==> src/rtl/xor_up_stream.sv <==
// Rate-side injector for the ASCON-128 permutation input: buffers one padded host
// block, XORs it into x0 on the controller strobe and captures ciphertext in PT mode.
module xor_up_stream #(
  parameter int unsigned CNT_W = 8
) (
  input  logic                 clock_i,
  input  logic                 resetb_i,
  input  logic [4:0][63:0]     state_i,
  output logic [4:0][63:0]     state_o,
  input  logic                 ena_xor_up_i,
  input  logic                 mode_pt_i,
  input  logic [63:0]          data_i,
  input  logic                 data_valid_i,
  input  logic                 last_i,
  input  logic [3:0]           nbytes_i,
  output logic                 data_ready_o,
  output logic                 block_avail_o,
  output logic                 pad_pending_o,
  output logic                 phase_done_o,
  output logic [63:0]          cipher_o,
  output logic [3:0]           cipher_nbytes_o,
  output logic                 cipher_valid_o,
  input  logic                 cipher_ready_i,
  output logic                 underrun_o,
  output logic [CNT_W-1:0]     block_cnt_o
);

  typedef enum logic [1:0] {EMPTY, FULL, PAD} buf_state_e;

  buf_state_e       st_q, st_d;
  logic [63:0]      blk_q, blk_d;
  logic [3:0]       k_q, k_d;
  logic             last_pad_q, last_pad_d;
  logic             pad_next_q, pad_next_d;
  logic [63:0]      cipher_q, cipher_d;
  logic [3:0]       cnb_q, cnb_d;
  logic             cv_q, cv_d;
  logic             und_q, und_d;
  logic             pd_q, pd_d;
  logic [CNT_W-1:0] cnt_q, cnt_d;

  logic             avail;
  logic             consume;
  logic [3:0]       k_in;
  logic [63:0]      x0_new;

  // Leading k bytes (big-endian) set, remainder clear.
  function automatic logic [63:0] byte_mask(input logic [3:0] k);
    logic [63:0] m;
    m = '0;
    for (int unsigned i = 0; i < 8; i++) begin
      if (i < 32'(k)) m[63 - 8*i -: 8] = 8'hFF;
    end
    return m;
  endfunction

  always_comb begin
    avail   = (st_q != EMPTY) &&
              (!mode_pt_i || (st_q == PAD) || !cv_q || cipher_ready_i);
    consume = ena_xor_up_i && avail;
    x0_new  = state_i[0] ^ blk_q;
    k_in    = last_i ? ((nbytes_i > 4'd8) ? 4'd8 : nbytes_i) : 4'd8;

    state_o = state_i;
    if (consume) state_o[0] = x0_new;

    st_d       = st_q;
    blk_d      = blk_q;
    k_d        = k_q;
    last_pad_d = last_pad_q;
    pad_next_d = pad_next_q;
    cipher_d   = cipher_q;
    cnb_d      = cnb_q;
    cv_d       = cv_q && !cipher_ready_i;
    und_d      = ena_xor_up_i && !avail;
    pd_d       = 1'b0;
    cnt_d      = cnt_q;

    if (consume && (cnt_q != '1)) cnt_d = cnt_q + 1'b1;

    case (st_q)
      EMPTY: begin
        if (data_valid_i) begin
          k_d        = k_in;
          last_pad_d = last_i && (k_in != 4'd8);
          pad_next_d = last_i && (k_in == 4'd8);
          blk_d      = data_i;
          if (k_in != 4'd8)
            blk_d = (data_i & byte_mask(k_in)) |
                    (64'h8000_0000_0000_0000 >> {k_in[2:0], 3'b000});
          st_d = FULL;
        end
      end
      FULL: begin
        if (consume) begin
          // Capture masks out the pad bit too, since it sits at byte k.
          if (mode_pt_i) begin
            cipher_d = x0_new & byte_mask(k_q);
            cnb_d    = k_q;
            if (k_q != 4'd0) cv_d = 1'b1;
          end
          if (pad_next_q) begin
            blk_d = 64'h8000_0000_0000_0000;
            st_d  = PAD;
          end else begin
            pd_d = last_pad_q;
            st_d = EMPTY;
          end
        end
      end
      PAD: begin
        if (consume) begin
          pd_d = 1'b1;
          st_d = EMPTY;
        end
      end
      default: st_d = EMPTY;
    endcase
  end

  always_ff @(posedge clock_i or negedge resetb_i) begin
    if (!resetb_i) begin
      st_q       <= EMPTY;
      blk_q      <= '0;
      k_q        <= '0;
      last_pad_q <= 1'b0;
      pad_next_q <= 1'b0;
      cipher_q   <= '0;
      cnb_q      <= '0;
      cv_q       <= 1'b0;
      und_q      <= 1'b0;
      pd_q       <= 1'b0;
      cnt_q      <= '0;
    end else begin
      st_q       <= st_d;
      blk_q      <= blk_d;
      k_q        <= k_d;
      last_pad_q <= last_pad_d;
      pad_next_q <= pad_next_d;
      cipher_q   <= cipher_d;
      cnb_q      <= cnb_d;
      cv_q       <= cv_d;
      und_q      <= und_d;
      pd_q       <= pd_d;
      cnt_q      <= cnt_d;
    end
  end

  // Ready is held low while reset is asserted even though the buffer is empty.
  assign data_ready_o    = resetb_i && (st_q == EMPTY);
  assign block_avail_o   = avail;
  assign pad_pending_o   = (st_q == PAD);
  assign phase_done_o    = pd_q;
  assign cipher_o        = cipher_q;
  assign cipher_nbytes_o = cnb_q;
  assign cipher_valid_o  = cv_q;
  assign underrun_o      = und_q;
  assign block_cnt_o     = cnt_q;

endmodule

==> config.mk <==
export PLATFORM = sky130hd
export DESIGN_NAME = xor_up_stream
export DESIGN_NICKNAME = d
export VERILOG_FILES = /design/src/rtl/xor_up_stream.sv
export SDC_FILE = /design/constraint.sdc
export NUM_CORES = 1
export LEC_CHECK = 0
export ABC_AREA = 1
export CORE_AREA = 5 5 307 309
export CTS_CLUSTER_DIAMETER = 50
export DETAILED_ROUTE_END_ITERATION = 16
export DIE_AREA = 0 0 312 314
export GPL_ROUTABILITY_DRIVEN = 0
export SETUP_SLACK_MARGIN = 0.15
export SLEW_MARGIN = 20
export SYNTH_ARGS = -nofsm -noshare
export SYNTH_HDL_FRONTEND = slang
export SYNTH_SLANG_ARGS = --single-unit
==> constraint.sdc <==
create_clock -name clock_i -period 2.1 [get_ports clock_i]
set_input_delay 0.42 -clock clock_i [delete_from_list [all_inputs] [get_ports clock_i]]
set_output_delay 0.42 -clock clock_i [all_outputs]
set_load 0.1 [all_outputs]
==> results of run 1 <==
==> worst min-delay path: cells and delay by family <==
family | cells | cell delay (ns)
and+or+nand+nor | 2 | 0.11
buffers and inverters | 1 | 0.39
==> layer usage <==
metal  share of wire  routed length [µm]
met2            0.44               31300
met1            0.38               26800
met4           0.030                2150
met3            0.15               10900
met5          0.0032                 228
==> final timing paths <==
check | start | end | slack [ns]
max | st_q[1] | state_o[18] | -0.57
min | data_i[56] | blk_q[56] | 0.46
max reg2reg | st_q[0] | cipher_o[12] | -0.40
min reg2reg | cipher_nbytes_o[3] | cipher_nbytes_o[3] | 0.47
max in group asynchronous | resetb_i | blk_q[41] | 0.77
min in group asynchronous | resetb_i | st_q[1] | 0.54
==> metrics by stage <==
stage	instances	total power [µW]
2_1_floorplan	1339	19700
3_3_place_gp	2609	23800
3_5_place_dp	2609	23900
4_1_cts	2663	28600
5_1_grt	2701	32100
6_report	2707	30700
==> cell usage in the layout (no fill, tap or decap), types with 14 or more instances in the layout <==
cell type | Yosys | layout
sky130_fd_sc_hd__dfrtp_1 | 151 | 147
sky130_fd_sc_hd__nand2_4 | 0 | 72
sky130_fd_sc_hd__clkbuf_16 | 0 | 34
sky130_fd_sc_hd__inv_1 | 82 | 77
sky130_fd_sc_hd__xnor2_1 | 20 | 20
sky130_fd_sc_hd__nand2_2 | 4 | 57
sky130_fd_sc_hd__nor2_1 | 69 | 67
sky130_fd_sc_hd__buf_4 | 263 | 161
sky130_fd_sc_hd__xor2_1 | 48 | 48
sky130_fd_sc_hd__nand3_2 | 0 | 23
sky130_fd_sc_hd__clkdlybuf4s50_1 | 0 | 137
sky130_fd_sc_hd__nand3_1 | 79 | 53
sky130_fd_sc_hd__buf_12 | 0 | 95
sky130_fd_sc_hd__o21ai_2 | 1 | 15
sky130_fd_sc_hd__nand2_8 | 0 | 80
sky130_fd_sc_hd__nand4_1 | 32 | 32
sky130_fd_sc_hd__o21ai_4 | 0 | 20
sky130_fd_sc_hd__o21ai_1 | 17 | 14
sky130_fd_sc_hd__nand2_1 | 465 | 260
sky130_fd_sc_hd__buf_16 | 0 | 17
==> logic make-up (layout without fill, tap and decap cells) <==
logic type | Yosys count | count (layout) | synth area share
AO/OA/AOI/OAI | 63 | 63 | 0.0334
XOR/XNOR | 68 | 68 | 0.0595
adder cells (fa/ha/maj) | 4 | 4 | 0.00500
buffers and inverters | 392 | 568 | 0.251
flip-flops | 151 | 151 | 0.378
other | 0 | 6 | 0
AND/OR/NAND/NOR | 661 | 661 | 0.273
==> power groups by stage <==
stage	Combinational (µW)	Clock (µW)	Sequential, µW
floorplan	10100	0	9640
global placement	18800	0	5000
detailed placement	18900	0	5030
CTS	20000	3650	4990
global route	23200	3710	5220
finish	22200	3470	5070
==> state kept, by name, summed over array words and instances, names as in the netlist <==
name             flops
blk_q               64
block_cnt_o          8
cipher_nbytes_o      4
cipher_o            64
cipher_valid_o       1
k_q                  4
last_pad_q           1
pad_next_q           1
phase_done_o         1
st_q                 2
underrun_o           1
==> timing repair <==
action                                  in CTS  in global routing
pin swaps                                    2                 47
cloned                                      10                 23
hold buffers                                 2                  0
endpoints found under the hold margin        9                  0
gates resized for setup                    115                276
setup buffers                               10                 15
endpoints found under the setup margin     143                207
==> synthesized netlist by cell type, drive strengths merged <==
cell | n | area share
nor3 | 2 | 0.0010
nand2 | 469 | 0.18
nand4 | 32 | 0.020
buf | 300 | 0.22
o31ai | 1 | 0.00075
dfrtp | 151 | 0.38
xor2 | 48 | 0.042
inv | 88 | 0.033
o22ai | 1 | 0.00063
ha | 4 | 0.0050
nand3b | 4 | 0.0030
a21oi | 2 | 0.0021
o21ai | 59 | 0.030
clkbuf | 4 | 0.0015
nor2 | 73 | 0.029
xnor2 | 20 | 0.018
nand3 | 81 | 0.043
==> layout make-up <==
type | count | share of cell area
repair buffers | 447 | 0.311
multi-input cells | 796 | 0.340
well taps | 1186 | 0.0821
clock buffers | 17 | 0.0236
inverters | 88 | 0.0215
flip-flops and latches | 151 | 0.210
repair inverters | 1 | 0.000623
diodes | 6 | 0.000831
clock inverters | 15 | 0.0101
==> results.rst, run 1 <==
.. list-table::
   :header-rows: 1

   * - Metric
     - Value
   * - Standard cell area after detailed placement
     - 14700 µm²
   * - PwrDens
     - 1700 nW/µm²
   * - FF+latch area
     - 3790 µm²
   * - Via count of the first global-routing pass
     - 9376
   * - Crit path max-delay cell type
     - sky130_fd_sc_hd__dfrtp_2
   * - Post-detail-place hpwl
     - 51.1 mm
   * - Initial antenna violation count
     - 15
   * - Synth warn
     - 0
   * - Logic pwr share
     - 0.722
   * - Finished Core Util
     - 0.198
   * - Time the worst path needs with I/O delays and setup
     - 2.67 ns
   * - Layout filler cell count
     - 9980
   * - Sequential group share of total power
     - 0.165
   * - Synth Net Count
     - 1738
   * - Residual DRC
     - 0
   * - Crit. End Element
     - primary output
   * - Register bit total from synthesis
     - 151
   * - Site row count
     - 111
   * - Initial core utilization
     - 0.110
   * - Worst setup slack after layout
     - -0.569 ns
   * - Worst-Skew Late Latency
     - 0.51 ns
   * - WHS
     - 0.460 ns
   * - Worst setup path class
     - flop to primary output
   * - Finished layout cell area
     - 18100 µm²
   * - Grt total ovfl
     - 0
   * - Grt peak-use layer
     - met2
   * - Sort of element at the start of the critical path
     - flop
   * - Number of instances in the synthesized netlist
     - 1339
   * - Fin Setup TNS
     - -57.91 ns
   * - Hold Violations, Final
     - 0
   * - Mean number of vias per cell
     - 3.54
   * - Number of design-rule violations left by the first detailed-router iteration
     - 665
   * - Ordered cell list for the critical path
     - ha_4, nor2_4, nand2_2, nand3_4, buf_4, buf_12, buf_16, nand2_2, nand2_8, buf_12
   * - Peak Freq
     - 0.375 GHz
   * - CTS Buf Count
     - 17
   * - H-tree level count
     - 4
   * - Met3 capacity usage during global routing
     - 0.0963
   * - Clock tree sinks
     - 151
   * - Drt total wl
     - 71.3 mm
   * - Reg2reg path depth
     - 17
   * - Clock slew seen by the registers of the worst setup and hold paths
     - 0.08 ns
   * - Int Pwr
     - 12800 µW
   * - Placeable core region
     - 91100 µm²
   * - Final layout net count
     - 1901
   * - Number of different library cells in the post-synthesis netlist
     - 28
   * - Min-delay worst type
     - primary input to flop
   * - Synthesized area divided by synthesized cell count
     - 7.47 µm²
   * - Max cap viols
     - 0
   * - I/O Pins
     - 797
   * - Post-DR wirelength/cell
     - 26.3 µm
   * - Global-route track usage on met2
     - 0.193
   * - Max Fanout on Critical Path
     - 7
   * - DIE AREA
     - 98000 µm²
   * - Antenna viol nets, final
     - 0
   * - Setup skew after layout
     - 0.0147 ns
   * - GRT Resource Usage Total
     - 0.129
   * - Switching portion of total power
     - 0.583
   * - Setup repair after global routing missed its margin
     - yes
   * - Max Buffers Root-to-Sink
     - 2
   * - First-pass GRT wire length
     - 85.6 mm
   * - Total via count after detailed routing
     - 9572
   * - Buffer type at the clock tree root
     - sky130_fd_sc_hd__clkbuf_16
   * - Hold-critical path depth
     - 3
   * - Max stage delay on crit path
     - 0.45 ns
   * - Worst setup slack before clock tree synthesis
     - -0.564 ns
   * - Required time at the endpoint of the critical path
     - 1.68 ns
   * - Largest net degree at the start of global routing
     - 72
   * - Worst voltage drop across the vdd grid
     - 1.07 mV
   * - Layout cell share with drive strength beyond 1
     - 0.421
   * - Final Slew Violations
     - 0
   * - Leakage
     - 0.00816 µW
   * - Violated checks
     - negative setup slack
   * - Area added between synthesis and finish
     - 80.6%
   * - Area of combinational cells with multiple inputs
     - 6150 µm²
   * - Part of the power in the clock network
     - 0.113
   * - Cell family with the largest share of critical-path delay
     - buffers and inverters
   * - Synth Cell Area
     - 10000 µm²
   * - Floorplan die height
     - 314 µm
   * - Switching pwr
     - 17900 µW
   * - Buffers on Ports
     - 284
   * - First drt pass iteration count
     - 6
   * - Met1 usage
     - 0.143
   * - Final number of setup-violating endpoints
     - 175
   * - Worst-Margin Slew
     - 0.976 ns
   * - Cell count along the critical path
     - 10
   * - Sequential fraction of the synthesis area
     - 0.378
   * - Arrival time of the worst setup path
     - 2.25 ns
   * - Worst path buffer plus inverter count
     - 4
   * - Outcome
     - finished, violations left
   * - Relative slew margins
     - 0.345
   * - Final cycle utilization of the critical path
     - 1.27
   * - Clock tree from TritonCTS
     - yes
   * - Die Width
     - 312 µm
No activity file was read; power rests on OpenSTA's default activity.
==> run 2: changes to the inputs <==
--- a/config.mk
+++ b/config.mk
@@ -12,7 +12,8 @@
 export DIE_AREA = 0 0 312 314
 export GPL_ROUTABILITY_DRIVEN = 0
 export SETUP_SLACK_MARGIN = 0.15
-export SLEW_MARGIN = 20
+export SLEW_MARGIN = 5
 export SYNTH_ARGS = -nofsm -noshare
 export SYNTH_HDL_FRONTEND = slang
 export SYNTH_SLANG_ARGS = --single-unit
+export TNS_END_PERCENT = 10
==> results.rst, run 2 (synthesized netlist as in run 1, its figures left out) <==
.. list-table::
   :header-rows: 1

   * - Metric
     - Value
   * - Placeable core region
     - 91100 µm²
   * - PwrDens
     - 1790 nW/µm²
   * - Outcome
     - finished, violations left
   * - Post-detail-place hpwl
     - 42.6 mm
   * - Die Width
     - 312 µm
   * - Sort of element at the start of the critical path
     - flop
   * - Largest net degree at the start of global routing
     - 53
   * - Hold Violations, Final
     - 0
   * - Site row count
     - 111
   * - Sequential group share of total power
     - 0.182
   * - Final cycle utilization of the critical path
     - 1.26
   * - Ordered cell list for the critical path
     - inv_2, nor2_2, buf_6, nand2_4, nand3_4, inv_8, buf_12, buf_12, nand2_1, nand2_4, buf_12
   * - Worst setup slack after layout
     - -0.536 ns
   * - Residual DRC
     - 0
   * - Commonest cells after routing, fill and taps aside
     - 364 x sky130_fd_sc_hd__nand2_1, 149 x sky130_fd_sc_hd__dfrtp_1, 137 x sky130_fd_sc_hd__clkdlybuf4s50_1, 127 x sky130_fd_sc_hd__buf_4, 94 x sky130_fd_sc_hd__buf_12
   * - Max Fanout on Critical Path
     - 5
   * - Logic pwr share
     - 0.698
   * - CP Capture Point
     - state_o[16]
   * - Buffer type at the clock tree root
     - sky130_fd_sc_hd__clkbuf_16
   * - Floorplan die height
     - 314 µm
   * - Layout cell share with drive strength beyond 1
     - 0.299
   * - Initial antenna violation count
     - 10
   * - First drt pass iteration count
     - 5
   * - Worst reg2reg endpoint
     - cipher_o[4]
   * - GRT Resource Usage Total
     - 0.108
   * - Setup repair after global routing missed its margin
     - yes
   * - First-pass GRT wire length
     - 74.0 mm
   * - Area added between synthesis and finish
     - 53.2%
   * - WHS
     - 0.160 ns
   * - Arrival time of the worst setup path
     - 2.22 ns
   * - Max Buffers Root-to-Sink
     - 2
   * - Reg2reg path depth
     - 11
   * - Max cap viols
     - 0
   * - Worst setup path class
     - flop to primary output
   * - Total via count after detailed routing
     - 8965
   * - Final layout net count
     - 1832
   * - Switching portion of total power
     - 0.588
   * - Min-delay worst type
     - primary input to async pin
   * - Flop2flop setup slack
     - 0.03 ns
   * - Leakage
     - 0.00722 µW
   * - Max stage delay on crit path
     - 0.48 ns
   * - Critical path launch point
     - cipher_valid_o
   * - Buffers on Ports
     - 284
   * - Setup skew after layout
     - 0.0133 ns
   * - Time the worst path needs with I/O delays and setup
     - 2.64 ns
   * - Antenna viol nets, final
     - 0
   * - Finished Core Util
     - 0.168
   * - Post-DR wirelength/cell
     - 20.8 µm
   * - Drt total wl
     - 54.7 mm
   * - CTS Buf Count
     - 17
   * - Int Pwr
     - 11300 µW
   * - Number of design-rule violations left by the first detailed-router iteration
     - 473
   * - Final number of setup-violating endpoints
     - 64
   * - Overall power after layout
     - 27400 µW
   * - Final Slew Violations
     - 0
   * - Most common cell after layout, fill and taps aside
     - sky130_fd_sc_hd__nand2_1
   * - Initial core utilization
     - 0.110
   * - Grt total ovfl
     - 0
   * - Via count of the first global-routing pass
     - 9127
   * - Relative slew margins
     - 0.494
   * - DIE AREA
     - 98000 µm²
   * - Required time at the endpoint of the critical path
     - 1.68 ns
   * - Switching pwr
     - 16100 µW
   * - Cell count along the critical path
     - 11
   * - Crit. End Element
     - primary output
   * - Cell family with the largest share of critical-path delay
     - buffers and inverters
   * - I/O Pins
     - 797
   * - Mean number of vias per cell
     - 3.40
   * - Clock slew seen by the registers of the worst setup and hold paths
     - 0.07 ns
   * - Worst path buffer plus inverter count
     - 6
   * - Violated checks
     - negative setup slack
   * - Clock tree sinks
     - 151
   * - Peak Freq
     - 0.379 GHz
   * - Worst voltage drop across the vdd grid
     - 0.940 mV
   * - Worst-Margin Slew
     - 0.758 ns
   * - Most used cell, CP
     - sky130_fd_sc_hd__buf_12
   * - Worst setup slack before clock tree synthesis
     - -0.428 ns
   * - Clock tree from TritonCTS
     - yes
   * - Worst-Skew Late Latency
     - 0.49 ns
   * - Reg-to-reg critical path startpoint
     - cipher_valid_o
   * - Part of the power in the clock network
     - 0.120
   * - H-tree level count
     - 4
   * - Crit path max-delay cell type
     - sky130_fd_sc_hd__dfrtp_4
run 2: cell types whose count changed in the layout (fill, tap and decap cells not counted), moves of 4 or more:
cell                        change
sky130_fd_sc_hd__clkbuf_16     -14
sky130_fd_sc_hd__nand3_2       -21
sky130_fd_sc_hd__nand2_4       -25
sky130_fd_sc_hd__nand3_1       +22
sky130_fd_sc_hd__nand2_1      +104
sky130_fd_sc_hd__buf_8          -4
sky130_fd_sc_hd__o21ai_2       -12
sky130_fd_sc_hd__nand2_8       -76
sky130_fd_sc_hd__buf_16        -12
sky130_fd_sc_hd__o21ai_0        +6
sky130_fd_sc_hd__buf_4         -34
sky130_fd_sc_hd__inv_2          +4
sky130_fd_sc_hd__o21ai_1        +6
run 2: layer usage:
layer  up-vias  global-route usage  routed length (µm)
li1       4106                   -                   -
met1      4173               0.134               23700
met2       538               0.153               22500
met3       136              0.0626                6420
met4        12              0.0438                1970
met5         -              0.0114                 166
run 2: worst min path at each step:
stage / start / slack (ns) / to
2_1_floorplan: resetb_i / 0.12 / blk_q[0]
3_3_place_gp: cipher_o[19] / 0.47 / cipher_o[19]
3_5_place_dp: cipher_o[16] / 0.47 / cipher_o[16]
4_1_cts: resetb_i / 0.17 / blk_q[43]
5_1_grt: resetb_i / 0.20 / blk_q[42]
6_report: resetb_i / 0.16 / blk_q[43]
run 2: final cells by class:
cell class,instances,area [µm²]
sequential,151,3780
tap,1186,1480
antenna,4,10.0
inverter,88,340
timing repair buffer,379,4570
fill,10300,75800
multi-input combinational,796,4550
clock inverter,14,140
clock buffer,18,439
run 2: repair_timing:
action	CTS	global route
resized for setup	62	53
buffers inserted	6	1
endpoints found under the setup margin	170	209
hold endpoints to repair	38	0
cloned	3	3
pin swaps	4	4
hold buffers	1	0
run 2: per-stage QoR:
stage / TNS, ns / instance area (µm²) / instances
4_1_cts: -36.98 / 15100 / 2628
2_1_floorplan: -11.05 / 10600 / 1339
3_5_place_dp: -60.12 / 14100 / 2586
3_3_place_gp: -54.86 / 14100 / 2586
6_report: -30.73 / 15300 / 2636
5_1_grt: -40.44 / 15300 / 2632
run 2: power groups by stage:
stage          Sequential, µW  Combinational [µW]  Clock [µW]
6_report                 4990               19200        3290
5_1_grt                  5160               20100        3620
4_1_cts                  5020               19100        3550
3_5_place_dp             5050               18600           0
3_3_place_gp             5040               18500           0
2_1_floorplan            9630                9530           0
